<file path="config.mk">
export PLATFORM = sky130hd
export DESIGN_NAME = pushbutton_processor
export DESIGN_NICKNAME = d
export VERILOG_FILES = /design/src/rtl/pushbutton_processor.sv
export SDC_FILE = /design/constraint.sdc
export NUM_CORES = 1
export LEC_CHECK = 0
export CAP_MARGIN = 40
export CORE_ASPECT_RATIO = 1.5
export CORE_MARGIN = 1.5
export CORE_UTILIZATION = 50
export CTS_BUF_LIST = sky130_fd_sc_hd__clkbuf_8
export CTS_CLUSTER_DIAMETER = 80
export CTS_CLUSTER_SIZE = 12
export DETAILED_ROUTE_END_ITERATION = 8
export GPL_TIMING_DRIVEN = 0
export MAX_ROUTING_LAYER = met4
export PLACE_DENSITY_LB_ADDON = 0.25
export SYNTH_ARGS = -nofsm -noshare
export SYNTH_HDL_FRONTEND = slang
export SYNTH_SLANG_ARGS = --single-unit
</file>
<file path="constraint.sdc">
create_clock -name clk_1khz -period 1.89 [get_ports clk_1khz]
set_clock_uncertainty 0.1 [all_clocks]
set_input_delay 0.378 -clock clk_1khz [delete_from_list [all_inputs] [get_ports clk_1khz]]
set_output_delay 0.378 -clock clk_1khz [all_outputs]
set_load 0.05 [all_outputs]
</file>
<file path="src/rtl/pushbutton_processor.sv">
// Scoreboard pushbutton front end: 2-FF synchronizer, debouncer, and a press
// classifier emitting a one-cycle count_up (short press) or count_down (long press).
module pushbutton_processor #(
  parameter int unsigned DEBOUNCE_MS   = 20,
  parameter int unsigned LONG_PRESS_MS = 2000,
  parameter int unsigned CNT_W         = 12
) (
  input  logic clk_1khz,
  input  logic rst_i,
  input  logic pushbutton_i,
  output logic count_up,
  output logic count_down
);

  localparam logic [CNT_W-1:0] DB_LAST   = CNT_W'(DEBOUNCE_MS - 1);
  localparam logic [CNT_W-1:0] HOLD_LAST = CNT_W'(LONG_PRESS_MS - 1);
  localparam logic [CNT_W-1:0] HOLD_SAT  = CNT_W'(LONG_PRESS_MS);

  typedef enum logic [1:0] {
    S_IDLE,
    S_PRESSED,
    S_LONG_HELD
  } state_t;

  logic             r_sync1;
  logic             r_sync2;
  logic             r_btn_db;
  logic [CNT_W-1:0] r_deb_cnt;
  logic [CNT_W-1:0] r_low_cnt;
  logic             r_armed;
  logic [CNT_W-1:0] r_hold_cnt;
  logic             r_count_up;
  logic             r_count_down;
  state_t           r_state;

  logic             w_btn_s;
  state_t           w_state_nxt;
  logic [CNT_W-1:0] w_hold_nxt;
  logic             w_up_nxt;
  logic             w_dn_nxt;

  assign w_btn_s    = r_sync2;
  assign count_up   = r_count_up;
  assign count_down = r_count_down;

  // r_armed blocks new presses after reset until the button has been seen
  // released for a full debounce window, so a press interrupted by reset
  // cannot resurface as a fresh press once the debouncer re-accepts the level.
  always_ff @(posedge clk_1khz) begin
    if (!rst_i) begin
      r_sync1   <= 1'b0;
      r_sync2   <= 1'b0;
      r_btn_db  <= 1'b0;
      r_deb_cnt <= '0;
      r_low_cnt <= '0;
      r_armed   <= 1'b0;
    end else begin
      r_sync1 <= pushbutton_i;
      r_sync2 <= r_sync1;

      if (w_btn_s != r_btn_db) begin
        if (r_deb_cnt == DB_LAST) begin
          r_btn_db  <= w_btn_s;
          r_deb_cnt <= '0;
        end else begin
          r_deb_cnt <= r_deb_cnt + 1'b1;
        end
      end else begin
        r_deb_cnt <= '0;
      end

      if (!r_armed) begin
        if (w_btn_s) begin
          r_low_cnt <= '0;
        end else if (r_low_cnt == DB_LAST) begin
          r_armed <= 1'b1;
        end else begin
          r_low_cnt <= r_low_cnt + 1'b1;
        end
      end
    end
  end

  // Release is tested before the hold threshold so a coincident fall yields count_up.
  always_comb begin
    w_state_nxt = r_state;
    w_hold_nxt  = r_hold_cnt;
    w_up_nxt    = 1'b0;
    w_dn_nxt    = 1'b0;
    case (r_state)
      S_IDLE: begin
        if (r_armed && r_btn_db) begin
          w_state_nxt = S_PRESSED;
          w_hold_nxt  = '0;
        end
      end
      S_PRESSED: begin
        if (!r_btn_db) begin
          w_up_nxt    = 1'b1;
          w_state_nxt = S_IDLE;
        end else if (r_hold_cnt >= HOLD_LAST) begin
          w_dn_nxt    = 1'b1;
          w_state_nxt = S_LONG_HELD;
        end else begin
          w_hold_nxt = r_hold_cnt + 1'b1;
        end
      end
      S_LONG_HELD: begin
        if (r_hold_cnt < HOLD_SAT) begin
          w_hold_nxt = r_hold_cnt + 1'b1;
        end
        if (!r_btn_db) begin
          w_state_nxt = S_IDLE;
        end
      end
      default: begin
        w_state_nxt = S_IDLE;
      end
    endcase
  end

  always_ff @(posedge clk_1khz) begin
    if (!rst_i) begin
      r_state      <= S_IDLE;
      r_hold_cnt   <= '0;
      r_count_up   <= 1'b0;
      r_count_down <= 1'b0;
    end else begin
      r_state      <= w_state_nxt;
      r_hold_cnt   <= w_hold_nxt;
      r_count_up   <= w_up_nxt;
      r_count_down <= w_dn_nxt;
    end
  end

endmodule

</file>
==> reports/qor.csv <==
metric,value,unit
Die Y,84.03,um
peak supply drop,0.0006550,V
Gate Count Post-Synth,257,
Pins Over Slew Limit,0,
final worst path period need,1.965,ns
clk sink count,44,
Worst Reg-to-Reg Cells,7,
placed cell area,2330,um2
Core Region,4209,um2
number of placement rows,29,
"Design Area, Final",2679,um2
gr ovfl total,0,
register bit total from synthesis,44,
reg2reg start,r_state[0],
largest net degree at the start of global routing,14,
Hold Path Class,reg2reg,
share of layout cells above drive strength 1,24.10,%
DR WL/cell,14.80,um
Synth Area per Inst,8.515,um2
YS warnings,0,
PortBufs,3,
hold depth,1,
Residual DRC,0,
"Hold-fix buffers, CTS",0,
"area leader, netlist",dfxtp_1,
clk_lat worst skew,0.29,ns
RSZ-0062 raised after global routing,yes,
Slew HR,64.95,%
share of flip-flops with an asynchronous set or reset,0,%
top post-synthesis cells by area,"dfxtp_1 40%, xor2_1 5.6%, nor2_1 5.3%",
Post-layout nets,287,
"CP delay by family, top",compound AO/OA/AOI/OAI gates,
Worst EP arrival,2.08,ns
leakage,0.9914,nW
setup ws final,-0.07462,ns
Syn Std Cell Area,2188,um2
CTS Root Buffer Type,clkbuf_8,
Starting DRT DRC Count,68,
fillers,362,
sequential-to-total area share from yosys stat,40.25,%
CP startpoint,r_state[0],
Final setup viols,11,
Ant. Diodes,0,
failing checks,negative setup slack,
hpwl dp,3023,um
Total Wirelength,4795,um
critical path class,reg2reg,
"Max FO, Critical Path",5,
endpoint class of the critical path,register,
post-synth net total,267,
Synth cell types,48,
first-pass GRT wire length,8452,um
vias in the first global route,1916,
number of synthesized flops with an enable pin,0,
initial core utilization,51.99,%
commonest cells in the netlist,"44 x dfxtp_1, 31 x nor2_1, 27 x nand2_1",
Pre-antenna DRT Iters,4,
CTS tree,built,
"Slowest-stage cell, CP",dfxtp_4,
Post-Place Setup Slack,-0.2100,ns
Hold Slack,0.3363,ns
die area,4791,um2
I/O pins,5,
final hold violations,0,
CTS Buffer Depth,2,
antenna violation net count after detailed routing,0,
GRT Util Overall,22.77,%
"count leader, synth",dfxtp_1,
status,"finished, violations left",
initial antenna violation count,0,
largest stage delay on the critical path,0.39,ns
most used flip-flop cell after synthesis,dfxtp_1,
Max Cap Violations,0,
area share of the largest cell type after synthesis,40.25,%
PD cells,631.2,nW/um2
worst-path cell chain,inv_4 > ha_4 > o21ba_4 > a2111oi_4 > o211ai_4 > or2_4 > o32ai_2,
vias per cell,5.756,
CP required,2.00,ns
Placer Congestion,0.7883,
Critical Path Source Type,register,
Via Count,1865,
Worst-path clk slew,0.08,ns
WP depth,7,
Layout Cells excl Fill,324,
Hold Crit Start,r_sync1,
worst slew pin tran,0.5258,ns
Inserted Clock Buffers,5,
highest clock rate,509.0,MHz
DP Cell Count,306,
Final period util,103.9,%
Die X,57.02,um
CTS H-tree depth,2,
Buffers & Inverters on Critical Path,1,
P&R area growth vs syn,22.41,%
-- path summary, 6_finish.rpt --
kind                         to  slack (ns)
hold reg to reg         r_sync2        0.34
hold / removal          r_sync2        0.34
setup / recovery  r_hold_cnt[4]       -0.07
setup reg to reg  r_hold_cnt[4]       -0.07
-- what timing repair did --
| item | CTS | global route |
|---|---|---|
| setup endpoints to repair | 26 | 29 |
| pin swaps | 12 | 8 |
| setup buffers | 10 | 0 |
| resized for setup | 26 | 16 |
| gates cloned | 1 | 0 |
-- registers in the layout, summed over array words and instances (netlist names) --
name	cells
r_deb_cnt	12
r_hold_cnt	12
r_low_cnt	12
r_state	2
count_down	1
count_up	1
r_armed	1
r_btn_db	1
r_sync1	1
r_sync2	1
-- logic make-up after synthesis --
family	share of synthesized area [%]
DFF	40.25
xor gates and xnor gates	6.804
buffers and inverters	3.831
and+or+nand+nor	29.50
adders and majority gates	4.002
AOI/OAI and AO/OA	14.18
muxes	1.429
-- power breakdown --
part / switching (mW) / leakage, nW / internal [mW]
Clock: 0.316 / 0.0593 / 0.387
Combinational: 0.0313 / 0.573 / 0.0205
Sequential: 0.00622 / 0.359 / 0.930
-- cells in the final DEF, fill, tap and decap left out, types with 7 or more instances in the layout --
| cell | netlist | final |
|---|---|---|
| o22ai_2 | 0 | 7 |
| nand3_1 | 16 | 15 |
| nor2b_1 | 8 | 7 |
| nand2_1 | 27 | 27 |
| inv_1 | 9 | 8 |
| a21oi_1 | 12 | 12 |
| nor2_1 | 31 | 30 |
| buf_4 | 0 | 9 |
| dfxtp_1 | 44 | 38 |
| xor2_1 | 14 | 14 |
-- per-stage QoR --
step | utilization [%] | setup TNS, ns | power [mW]
after floorplan | - | -0.0003173 | 0.9937
after global placement | 55.35 | -1.161 | 1.008
after detailed placement | 55.35 | -1.859 | 1.010
after CTS | 62.25 | -0.3367 | 1.711
after global routing | 63.64 | -1.492 | 1.755
final | 63.64 | -0.4509 | 1.691
-- cell type report --
cell class,count,area [um2],area share [%]
Multi-Input combinational cell,194,1399,52.22
Sequential cell,44,895.9,33.44
Clock inverter,3,38.79,1.448
Timing Repair Buffer,14,121.4,4.531
Tap cell,46,57.56,2.149
Buffer,9,58.81,2.195
Inverter,9,38.79,1.448
Clock buffer,5,68.82,2.569
-- worst reg2reg max path: stages, from the launching register on --
cell,delay (ns)
dfxtp_4,0.39
inv_4,0.05
ha_4,0.17
o21ba_4,0.22
a2111oi_4,0.25
o211ai_4,0.16
or2_4,0.29
o32ai_2,0.25
-- metal layers --
layer / wire length (um) / vias to the layer above / track usage (%)
met1: 1876 / 892 / 23.09
met5: 0 / - / -
li1: - / 940 / -
met2: 2708 / 25 / 40.86
met4: 106 / 0 / 10.78
met3: 104 / 8 / 4.186
Power figures use the tool's default switching activity.
